**src/rtl/ci_issue_master_if.sv**
```systemverilog
`default_nettype none
// ============================================================================
// Module   : ci_issue_master_if
// Purpose  : Host write/result port plus Nios II custom-instruction initiator
//            port bundle used by ci_issue_master.
// Revision : 1.0
// ============================================================================
interface ci_issue_master_if #(
    parameter int AW = 4
);
    logic          wr_en;
    logic [31:0]   wr_data;
    logic          full;
    logic [AW:0]   level;
    logic          go;
    logic          busy;
    logic          res_valid;
    logic [31:0]   res_data;
    logic          err;
    logic          ci_clk_en;
    logic          ci_reset;
    logic          ci_start;
    logic [31:0]   ci_dataa;
    logic [31:0]   ci_datab;
    logic [31:0]   ci_result;
    logic          ci_done;

    modport master (
        input  wr_en, wr_data, go, ci_result, ci_done,
        output full, level, busy, res_valid, res_data, err,
        output ci_clk_en, ci_reset, ci_start, ci_dataa, ci_datab
    );

    modport slave (
        output wr_en, wr_data, go, ci_result, ci_done,
        input  full, level, busy, res_valid, res_data, err,
        input  ci_clk_en, ci_reset, ci_start, ci_dataa, ci_datab
    );
endinterface
`default_nettype wire

```
**src/rtl/ci_issue_master.sv**
```systemverilog
`default_nettype none
// ============================================================================
// Module   : ci_issue_master
// Purpose  : Buffers host samples and streams them back-to-back to a pipelined
//            CI slave, returning the result captured on the final done.
//            Optional watchdog enabled by defining CI_TIMEOUT_EN.
// Revision : 1.0
// ============================================================================
module ci_issue_master #(
    parameter int DEPTH   = 16,
    parameter int AW      = 4,
    parameter int TIMEOUT = 64
) (
    input  wire logic         clock,
    input  wire logic         reset_n,
    ci_issue_master_if.master bus
);
    typedef enum logic [2:0] {
        S_IDLE   = 3'd0,
        S_CLEAR  = 3'd1,
        S_ISSUE  = 3'd2,
        S_DRAIN  = 3'd3,
        S_FINISH = 3'd4
    } state_t;

    localparam logic [AW:0]   C_DEPTH   = (AW+1)'(DEPTH);
    localparam logic [AW:0]   C_ONE     = (AW+1)'(1);
    localparam logic [AW-1:0] C_PTR_ONE = AW'(1);

    state_t        r_state, w_state_nxt;
    logic [31:0]   r_mem [DEPTH];
    logic [AW-1:0] r_wptr, r_rptr;
    logic [AW:0]   r_count, r_batch, r_issued, r_completed;
    logic [AW:0]   w_batch_nxt, w_issued_nxt, w_completed_nxt, w_completed_cnt;
    logic          r_busy, r_res_valid, r_err, r_clk_en, r_ci_reset, r_start;
    logic [31:0]   r_res_data, r_dataa, r_datab;
    logic          w_busy_nxt, w_res_valid_nxt, w_err_nxt, w_clk_en_nxt, w_ci_reset_nxt, w_start_nxt;
    logic [31:0]   w_res_data_nxt, w_dataa_nxt, w_datab_nxt;
    logic          w_push, w_pop, w_flush, w_done_ok, w_full, w_last_done;

`ifdef CI_TIMEOUT_EN
    localparam int                WD_W      = $clog2(TIMEOUT + 1);
    localparam logic [WD_W-1:0]   C_TIMEOUT = WD_W'(TIMEOUT);
    logic [WD_W-1:0]              r_wd, w_wd_nxt;
`endif

    assign w_full          = (r_count == C_DEPTH);
    // Dones beyond the number of issued starts are ignored, so completed never overtakes issued.
    assign w_done_ok       = (r_state != S_IDLE) && bus.ci_done && (r_completed < r_issued);
    assign w_completed_cnt = r_completed + {{AW{1'b0}}, w_done_ok};
    assign w_last_done     = ((r_state == S_ISSUE) || (r_state == S_DRAIN)) && (w_completed_cnt == r_batch);

    always_comb begin
        w_state_nxt     = r_state;
        w_push          = 1'b0;
        w_pop           = 1'b0;
        w_flush         = 1'b0;
        w_batch_nxt     = r_batch;
        w_issued_nxt    = r_issued;
        w_completed_nxt = w_completed_cnt;
        w_busy_nxt      = r_busy;
        w_res_valid_nxt = 1'b0;
        w_res_data_nxt  = r_res_data;
        w_err_nxt       = r_err;
        w_clk_en_nxt    = 1'b0;
        w_ci_reset_nxt  = 1'b0;
        w_start_nxt     = 1'b0;
        w_dataa_nxt     = 32'd0;
        w_datab_nxt     = 32'd0;
        case (r_state)
            S_IDLE: begin
                w_push = bus.wr_en && !w_full;
                // Batch size is the occupancy before a same-cycle write lands.
                if (bus.go && (r_count != '0)) begin
                    w_state_nxt     = S_CLEAR;
                    w_batch_nxt     = r_count;
                    w_issued_nxt    = '0;
                    w_completed_nxt = '0;
                    w_busy_nxt      = 1'b1;
                    w_err_nxt       = 1'b0;
                    w_clk_en_nxt    = 1'b1;
                    w_ci_reset_nxt  = 1'b1;
                end
            end
            S_CLEAR: begin
                w_state_nxt  = S_ISSUE;
                w_clk_en_nxt = 1'b1;
                w_pop        = 1'b1;
                w_start_nxt  = 1'b1;
                w_dataa_nxt  = r_mem[r_rptr];
                w_datab_nxt  = 32'd1;
                w_issued_nxt = r_issued + C_ONE;
            end
            S_ISSUE: begin
                w_clk_en_nxt = 1'b1;
                if (r_issued == r_batch) begin
                    w_state_nxt = S_DRAIN;
                end else begin
                    w_pop        = 1'b1;
                    w_start_nxt  = 1'b1;
                    w_dataa_nxt  = r_mem[r_rptr];
                    w_issued_nxt = r_issued + C_ONE;
                end
            end
            S_DRAIN: begin
                w_clk_en_nxt = 1'b1;
            end
            S_FINISH: begin
                w_state_nxt = S_IDLE;
            end
            default: begin
                w_state_nxt = S_IDLE;
            end
        endcase

        if (w_last_done) begin
            w_state_nxt     = S_FINISH;
            w_clk_en_nxt    = 1'b0;
            w_res_valid_nxt = 1'b1;
            w_res_data_nxt  = bus.ci_result;
            w_busy_nxt      = 1'b0;
        end

`ifdef CI_TIMEOUT_EN
        w_wd_nxt = '0;
        if ((r_state == S_ISSUE) || (r_state == S_DRAIN)) begin
            w_wd_nxt = w_done_ok ? '0 : (r_wd + WD_W'(1));
            // Abort: drop the batch, flush the FIFO and pulse the slave reset for one cycle.
            if (!w_last_done && (w_wd_nxt == C_TIMEOUT)) begin
                w_state_nxt    = S_IDLE;
                w_err_nxt      = 1'b1;
                w_busy_nxt     = 1'b0;
                w_flush        = 1'b1;
                w_pop          = 1'b0;
                w_ci_reset_nxt = 1'b1;
                w_start_nxt    = 1'b0;
                w_dataa_nxt    = 32'd0;
                w_datab_nxt    = 32'd0;
                w_issued_nxt   = r_issued;
            end
        end
`endif
    end

    always_ff @(posedge clock or negedge reset_n) begin
        if (!reset_n) r_state <= S_IDLE;
        else          r_state <= w_state_nxt;
    end

    always_ff @(posedge clock or negedge reset_n) begin
        if (!reset_n) begin
            r_wptr      <= '0;
            r_rptr      <= '0;
            r_count     <= '0;
            r_batch     <= '0;
            r_issued    <= '0;
            r_completed <= '0;
            r_busy      <= 1'b0;
            r_res_valid <= 1'b0;
            r_res_data  <= 32'd0;
            r_err       <= 1'b0;
            r_clk_en    <= 1'b0;
            r_ci_reset  <= 1'b1;
            r_start     <= 1'b0;
            r_dataa     <= 32'd0;
            r_datab     <= 32'd0;
        end else begin
            if (w_flush) begin
                r_wptr  <= '0;
                r_rptr  <= '0;
                r_count <= '0;
            end else begin
                if (w_push) r_wptr <= r_wptr + C_PTR_ONE;
                if (w_pop)  r_rptr <= r_rptr + C_PTR_ONE;
                if (w_push && !w_pop)      r_count <= r_count + C_ONE;
                else if (w_pop && !w_push) r_count <= r_count - C_ONE;
            end
            r_batch     <= w_batch_nxt;
            r_issued    <= w_issued_nxt;
            r_completed <= w_completed_nxt;
            r_busy      <= w_busy_nxt;
            r_res_valid <= w_res_valid_nxt;
            r_res_data  <= w_res_data_nxt;
            r_err       <= w_err_nxt;
            r_clk_en    <= w_clk_en_nxt;
            r_ci_reset  <= w_ci_reset_nxt;
            r_start     <= w_start_nxt;
            r_dataa     <= w_dataa_nxt;
            r_datab     <= w_datab_nxt;
        end
    end

`ifdef CI_TIMEOUT_EN
    always_ff @(posedge clock or negedge reset_n) begin
        if (!reset_n) r_wd <= '0;
        else          r_wd <= w_wd_nxt;
    end
`endif

    always_ff @(posedge clock) begin
        if (w_push) r_mem[r_wptr] <= bus.wr_data;
    end

    assign bus.full      = w_full;
    assign bus.level     = r_count;
    assign bus.busy      = r_busy;
    assign bus.res_valid = r_res_valid;
    assign bus.res_data  = r_res_data;
    assign bus.err       = r_err;
    assign bus.ci_clk_en = r_clk_en;
    assign bus.ci_reset  = r_ci_reset;
    assign bus.ci_start  = r_start;
    assign bus.ci_dataa  = r_dataa;
    assign bus.ci_datab  = r_datab;
endmodule
`default_nettype wire
```
**src/flat_wrapper.sv**
```systemverilog
// flat-port wrapper written by rule: the top's interface ports become plain ports
module ci_issue_master_flat 
#(
    parameter int DEPTH   = 16,
    parameter int AW      = 4,
    parameter int TIMEOUT = 64
)
  (clock, reset_n, bus_wr_en, bus_wr_data, bus_go, bus_ci_result, bus_ci_done, bus_full, bus_level, bus_busy, bus_res_valid, bus_res_data, bus_err, bus_ci_clk_en, bus_ci_reset, bus_ci_start, bus_ci_dataa, bus_ci_datab);
  ci_issue_master_if #(.AW(AW)) bus_i ();
  input  wire logic clock;
  input  wire logic reset_n;
  input wire logic [$bits(bus_i.wr_en)-1:0] bus_wr_en;
  input wire logic [$bits(bus_i.wr_data)-1:0] bus_wr_data;
  input wire logic [$bits(bus_i.go)-1:0] bus_go;
  input wire logic [$bits(bus_i.ci_result)-1:0] bus_ci_result;
  input wire logic [$bits(bus_i.ci_done)-1:0] bus_ci_done;
  output wire logic [$bits(bus_i.full)-1:0] bus_full;
  output wire logic [$bits(bus_i.level)-1:0] bus_level;
  output wire logic [$bits(bus_i.busy)-1:0] bus_busy;
  output wire logic [$bits(bus_i.res_valid)-1:0] bus_res_valid;
  output wire logic [$bits(bus_i.res_data)-1:0] bus_res_data;
  output wire logic [$bits(bus_i.err)-1:0] bus_err;
  output wire logic [$bits(bus_i.ci_clk_en)-1:0] bus_ci_clk_en;
  output wire logic [$bits(bus_i.ci_reset)-1:0] bus_ci_reset;
  output wire logic [$bits(bus_i.ci_start)-1:0] bus_ci_start;
  output wire logic [$bits(bus_i.ci_dataa)-1:0] bus_ci_dataa;
  output wire logic [$bits(bus_i.ci_datab)-1:0] bus_ci_datab;
  assign bus_i.wr_en = bus_wr_en;
  assign bus_i.wr_data = bus_wr_data;
  assign bus_i.go = bus_go;
  assign bus_i.ci_result = bus_ci_result;
  assign bus_i.ci_done = bus_ci_done;
  assign bus_full = bus_i.full;
  assign bus_level = bus_i.level;
  assign bus_busy = bus_i.busy;
  assign bus_res_valid = bus_i.res_valid;
  assign bus_res_data = bus_i.res_data;
  assign bus_err = bus_i.err;
  assign bus_ci_clk_en = bus_i.ci_clk_en;
  assign bus_ci_reset = bus_i.ci_reset;
  assign bus_ci_start = bus_i.ci_start;
  assign bus_ci_dataa = bus_i.ci_dataa;
  assign bus_ci_datab = bus_i.ci_datab;
  ci_issue_master #(.DEPTH(DEPTH), .AW(AW), .TIMEOUT(TIMEOUT)) u_core (.clock(clock), .reset_n(reset_n), .bus(bus_i));
endmodule
```
**config.mk**
```make
export PLATFORM = sky130hd
export DESIGN_NAME = ci_issue_master_flat
export DESIGN_NICKNAME = d
export VERILOG_FILES = /design/src/rtl/ci_issue_master_if.sv /design/src/rtl/ci_issue_master.sv /design/src/flat_wrapper.sv
export SDC_FILE = /design/constraint.sdc
export NUM_CORES = 1
export LEC_CHECK = 0
export ABC_AREA = 1
export CORE_MARGIN = 1.5
export CORE_UTILIZATION = 40
export CTS_CLUSTER_DIAMETER = 50
export DETAILED_ROUTE_END_ITERATION = 6
export PLACE_DENSITY = 0.62
export SLEW_MARGIN = 20
export SYNTH_ARGS = -nofsm -noshare
export SYNTH_HDL_FRONTEND = slang
export SYNTH_SLANG_ARGS = --single-unit
```
**constraint.sdc**
```tcl
create_clock -name clock -period 3.4 [get_ports clock]
set_input_delay 1.02 -clock clock [delete_from_list [all_inputs] [get_ports clock]]
set_output_delay 1.02 -clock clock [all_outputs]
set_load 0.03 [all_outputs]
```
==> results by group <==
Pwr
  – Sw power: 0.009276 W
  – Power per cell area: 847.0 mW/mm^2
  – Sequential Power Share: 36.6%
  – Peak supply drop: 0.0006805 V
  – Internal power: 0.01585 W
  – Sw Ratio: 36.91%
  – Gate power share: 33.5%
  – Cell leakage power: 11.33 nW
  – Clock Power Share: 30.0%

Finish
  – Layout Nets: 2,361
  – Commonest non-fill, non-tap cells in the layout: nand2_1 (675), edfxtp_1 (512), nand3_1 (401)
  – Layout cells sized above 1: 8.623%
  – Layout overhead on the synthesized area: 19.55%
  – Most common cell after layout, fill and taps aside: nand2_1

Outcome
  – Status: complete, no violations

Clock network
  – CTS sink count: 613
  – Number of buffers created by CTS: 73
  – Worst-path clk slew: 60 ps
  – Root buffer cell: clkbuf_16
  – TritonCTS clock tree: built
  – Hold buffers post-CTS: 0
  – H-tree levels: 3
  – Clk_lat worst skew: 610 ps
  – Longest Clk Path Bufs: 3
  – Post-CTS Setup Bufs: 0

Timing
  – Setup violators final: 0
  – Setup_tns: 0 ps
  – RSZ-0062 raised after global routing: no
  – Clk_skew: 24.34 ps
  – Final period util: 86.06%
  – Final worst slack: 473.8 ps
  – Max Clk Rate: 0.3417 GHz
  – Final min period: 2926 ps
  – Worst Max-Slew Pin Slew: 1126 ps
  – Final hold vios: 0
  – Slew headroom: 24.47%
  – Max-slew violation count: 0

Drt
  – Top layer in use: met5
  – Met2 WL: 29,250 um
  – Met3 routed WL: 4034 um
  – Antenna Nets Post-Route: 0
  – Routed WL: 60,680 um
  – Post-DR wirelength/cell: 19.44 um
  – First-pass detailed-route iteration total: 5
  – Avg Vias per Cell: 5.163
  – Drc violations: 0
  – Met1 Wirelength: 25,820 um
  – First DRT Iteration DRCs: 1,465
  – Via count: 16,118

Global route
  – GRT overflow: 0
  – Vias in the first global route: 16,063
  – First-pass GRT wire length: 93,440 um
  – Antenna violations before repair: 2
  – GRT Util Overall: 19.13%
  – Largest net degree at the start of global routing: 140

Logic synthesis
  – Mapped Area: 0.02482 sq mm
  – Mapped Cells: 2,121
  – Yosys reg bits: 613
  – Largest family of logic cells by synthesized area: simple AND/OR/NAND/NOR gates
  – Netlist cell types: 33
  – Mux contribution to synthesized area: 0%
  – Mapped Avg Cell Area: 11.70 sq um
  – Area share of and/or/nand/nor cells after synthesis: 19.20%
  – Yosys warning total: 0
  – Post-synthesis compound-gate area fraction: 2.491%
  – Post-Synth Adder-Cell Area: 0.8874%
  – Sequential area share after synthesis: 72.15%
  – Post-synthesis xor/xnor area fraction: 0.5647%

Setup path
  – Worst Path Max Fanout: 30
  – CP Class: flop to flop
  – Kind of end point of the critical path: flop
  – Setup crit start kind: flop
  – Crit path DAT: 3420 ps
  – CP Data Required Time: 3890 ps

Run
  – Max Cap Violations: 0

Die
  – Die Y: 252.1 um
  – DIE AREA: 0.06354 sq mm
  – Die Wd: 252.1 um
  – Core Box Area: 0.06148 sq mm
  – Starting Density: 40.36%
  – Row count: 91
  – I/O Pins: 177

Worst hold path
  – Hold Path Class: flop to flop

Placed design
  – Post-DP HPWL: 34,170 um
  – Pre-CTS WS: 125.5 ps
  – Buffers on Ports: 144
  – GPL Wtd Cong: 0.8074
[logic make-up (layout without fill, tap and decap cells)]
family	after synthesis	after routing
simple gates	1122	1122
flops	613	613
buf+inv	230	409
compound gates	122	122
fa+ha+maj	17	17
xor+xnor	16	16
other cells	1	33
[worst paths after layout]
kind / from / end / slack [ps] / cells after the start
min in group asynchronous: reset_n / u_core.bus.level[2]$_DFFE_PN0P_ / 520 / 1
max in group asynchronous: reset_n / u_core.bus.ci_dataa[3]$_DFF_PN0_ / 2150 / 2
worst min-delay path: u_core.bus.res_data[9]$_DFFE_PN0P_ / u_core.bus.res_data[9]$_DFFE_PN0P_ / 480 / 2
worst min register to register: u_core.bus.res_data[9]$_DFFE_PN0P_ / u_core.bus.res_data[9]$_DFFE_PN0P_ / 480 / 2
worst max register to register: u_core.r_issued[2]$_DFFE_PN0P_ / u_core.bus.res_data[12]$_DFFE_PN0P_ / 470 / 14
worst max-delay path: u_core.r_issued[2]$_DFFE_PN0P_ / u_core.bus.res_data[12]$_DFFE_PN0P_ / 470 / 14
[per-layer routing]
| layer | up-vias | track usage, % |
|---|---|---|
| met4 | 2 | 6.228 |
| met2 | 593 | 31.80 |
| met5 | - | 0 |
| li1 | 7586 | - |
| met3 | 104 | 3.797 |
| met1 | 7833 | 25.20 |
[through the flow]
step           cells  utilization, %  power [W]  hold slack, ps  instance area [sq um]
3_3_place_gp    2990           44.45    0.01761           465.8                  27330
6_report        3122           48.25    0.02513           479.2                  29670
2_1_floorplan   2152               -    0.01499           490.4                  24930
3_5_place_dp    2990           44.45    0.01776           471.8                  27330
5_1_grt         3121           48.25    0.02648           503.5                  29660
4_1_cts         3121           48.24    0.02533           487.3                  29660
[worst max-delay path, stage by stage, from the launching register on]
cell and delay [ps]:
dfrtp_1 470, inv_2 60, ha_1 300, nand4_1 100, o221ai_1 230, nor2_1 80
ha_1 230, ha_1 310, xnor2_1 230, nand3_1 130, nor2_2 120, nand4_2 130
buf_4 260, nand2_1 100, nand2_1 60
[synth_stat cells]
cell      count  area (sq um)
o21ai_0      15         75.07
nor2_4        1         11.26
buf_6         4         45.04
nand2_1     675          2534
clkinv_1      1         3.750
o21a_1        1         7.510
edfxtp_1    512         15370
xor2_1       12         105.1
nand3_2       1         10.01
buf_1        12         45.04
inv_1        73         274.0
fa_1          1         20.02
buf_8         3         45.04
o21ai_1      33         165.2
nand3_1     401          2007
nand2_2       3         18.77
and3_1        1         6.260
nand4_1       4         25.02
nor2_2        3         18.77
a21oi_1      71         355.3
conb_1        1         3.750
clkbuf_1     19         71.32
xnor2_1       4         35.03
nand4_2       1         12.51
buf_4        39         292.8
ha_1         16         200.2
o22ai_1       1         6.260
dfstp_2       1         26.28
dfrtp_1     100          2502
nor2_1       32         120.1
inv_2         5         18.77
buf_2        74         370.4
o221ai_1      1         8.760
[sequential cells by signal, indices dropped and copies added, names as in the netlist, 3 cells and up]
| register | cells |
|---|---|
| u_core.r_issued | 5 |
| u_core.bus.ci_dataa | 32 |
| u_core.r_rptr | 4 |
| u_core.bus.level | 5 |
| u_core.r_wptr | 4 |
| u_core.r_mem | 512 |
| u_core.bus.res_data | 32 |
| u_core.r_completed | 5 |
| u_core.r_state | 3 |
| u_core.r_batch | 5 |
[what timing repair did]
| action | CTS | global route |
|---|---|---|
| gates resized for setup | 0 | 1 |
| setup endpoints to repair | 0 | 1 |
| endpoints found under the hold margin | 0 | 0 |
[layout make-up]
cell class / count / area (sq um)
multi-input combinational: 1309 / 5982
inverter: 79 / 304.0
clock inverter: 34 / 367.9
tap: 790 / 988.4
sequential: 613 / 17910
timing repair buffer: 199 / 2142
antenna: 1 / 2.502
fill: 5376 / 31820
clock buffer: 97 / 1967
[power groups by stage]
| stage | Sequential [W] | Clock (W) | Combinational (W) |
|---|---|---|---|
| floorplan | 0.00978 | 0 | 0.00521 |
| global placement | 0.00933 | 0 | 0.00828 |
| detailed placement | 0.00934 | 0 | 0.00842 |
| CTS | 0.00920 | 0.00766 | 0.00847 |
| global route | 0.00927 | 0.00795 | 0.00927 |
| finish | 0.00919 | 0.00753 | 0.00841 |
Note: power is estimated with default switching activity, not from simulation.
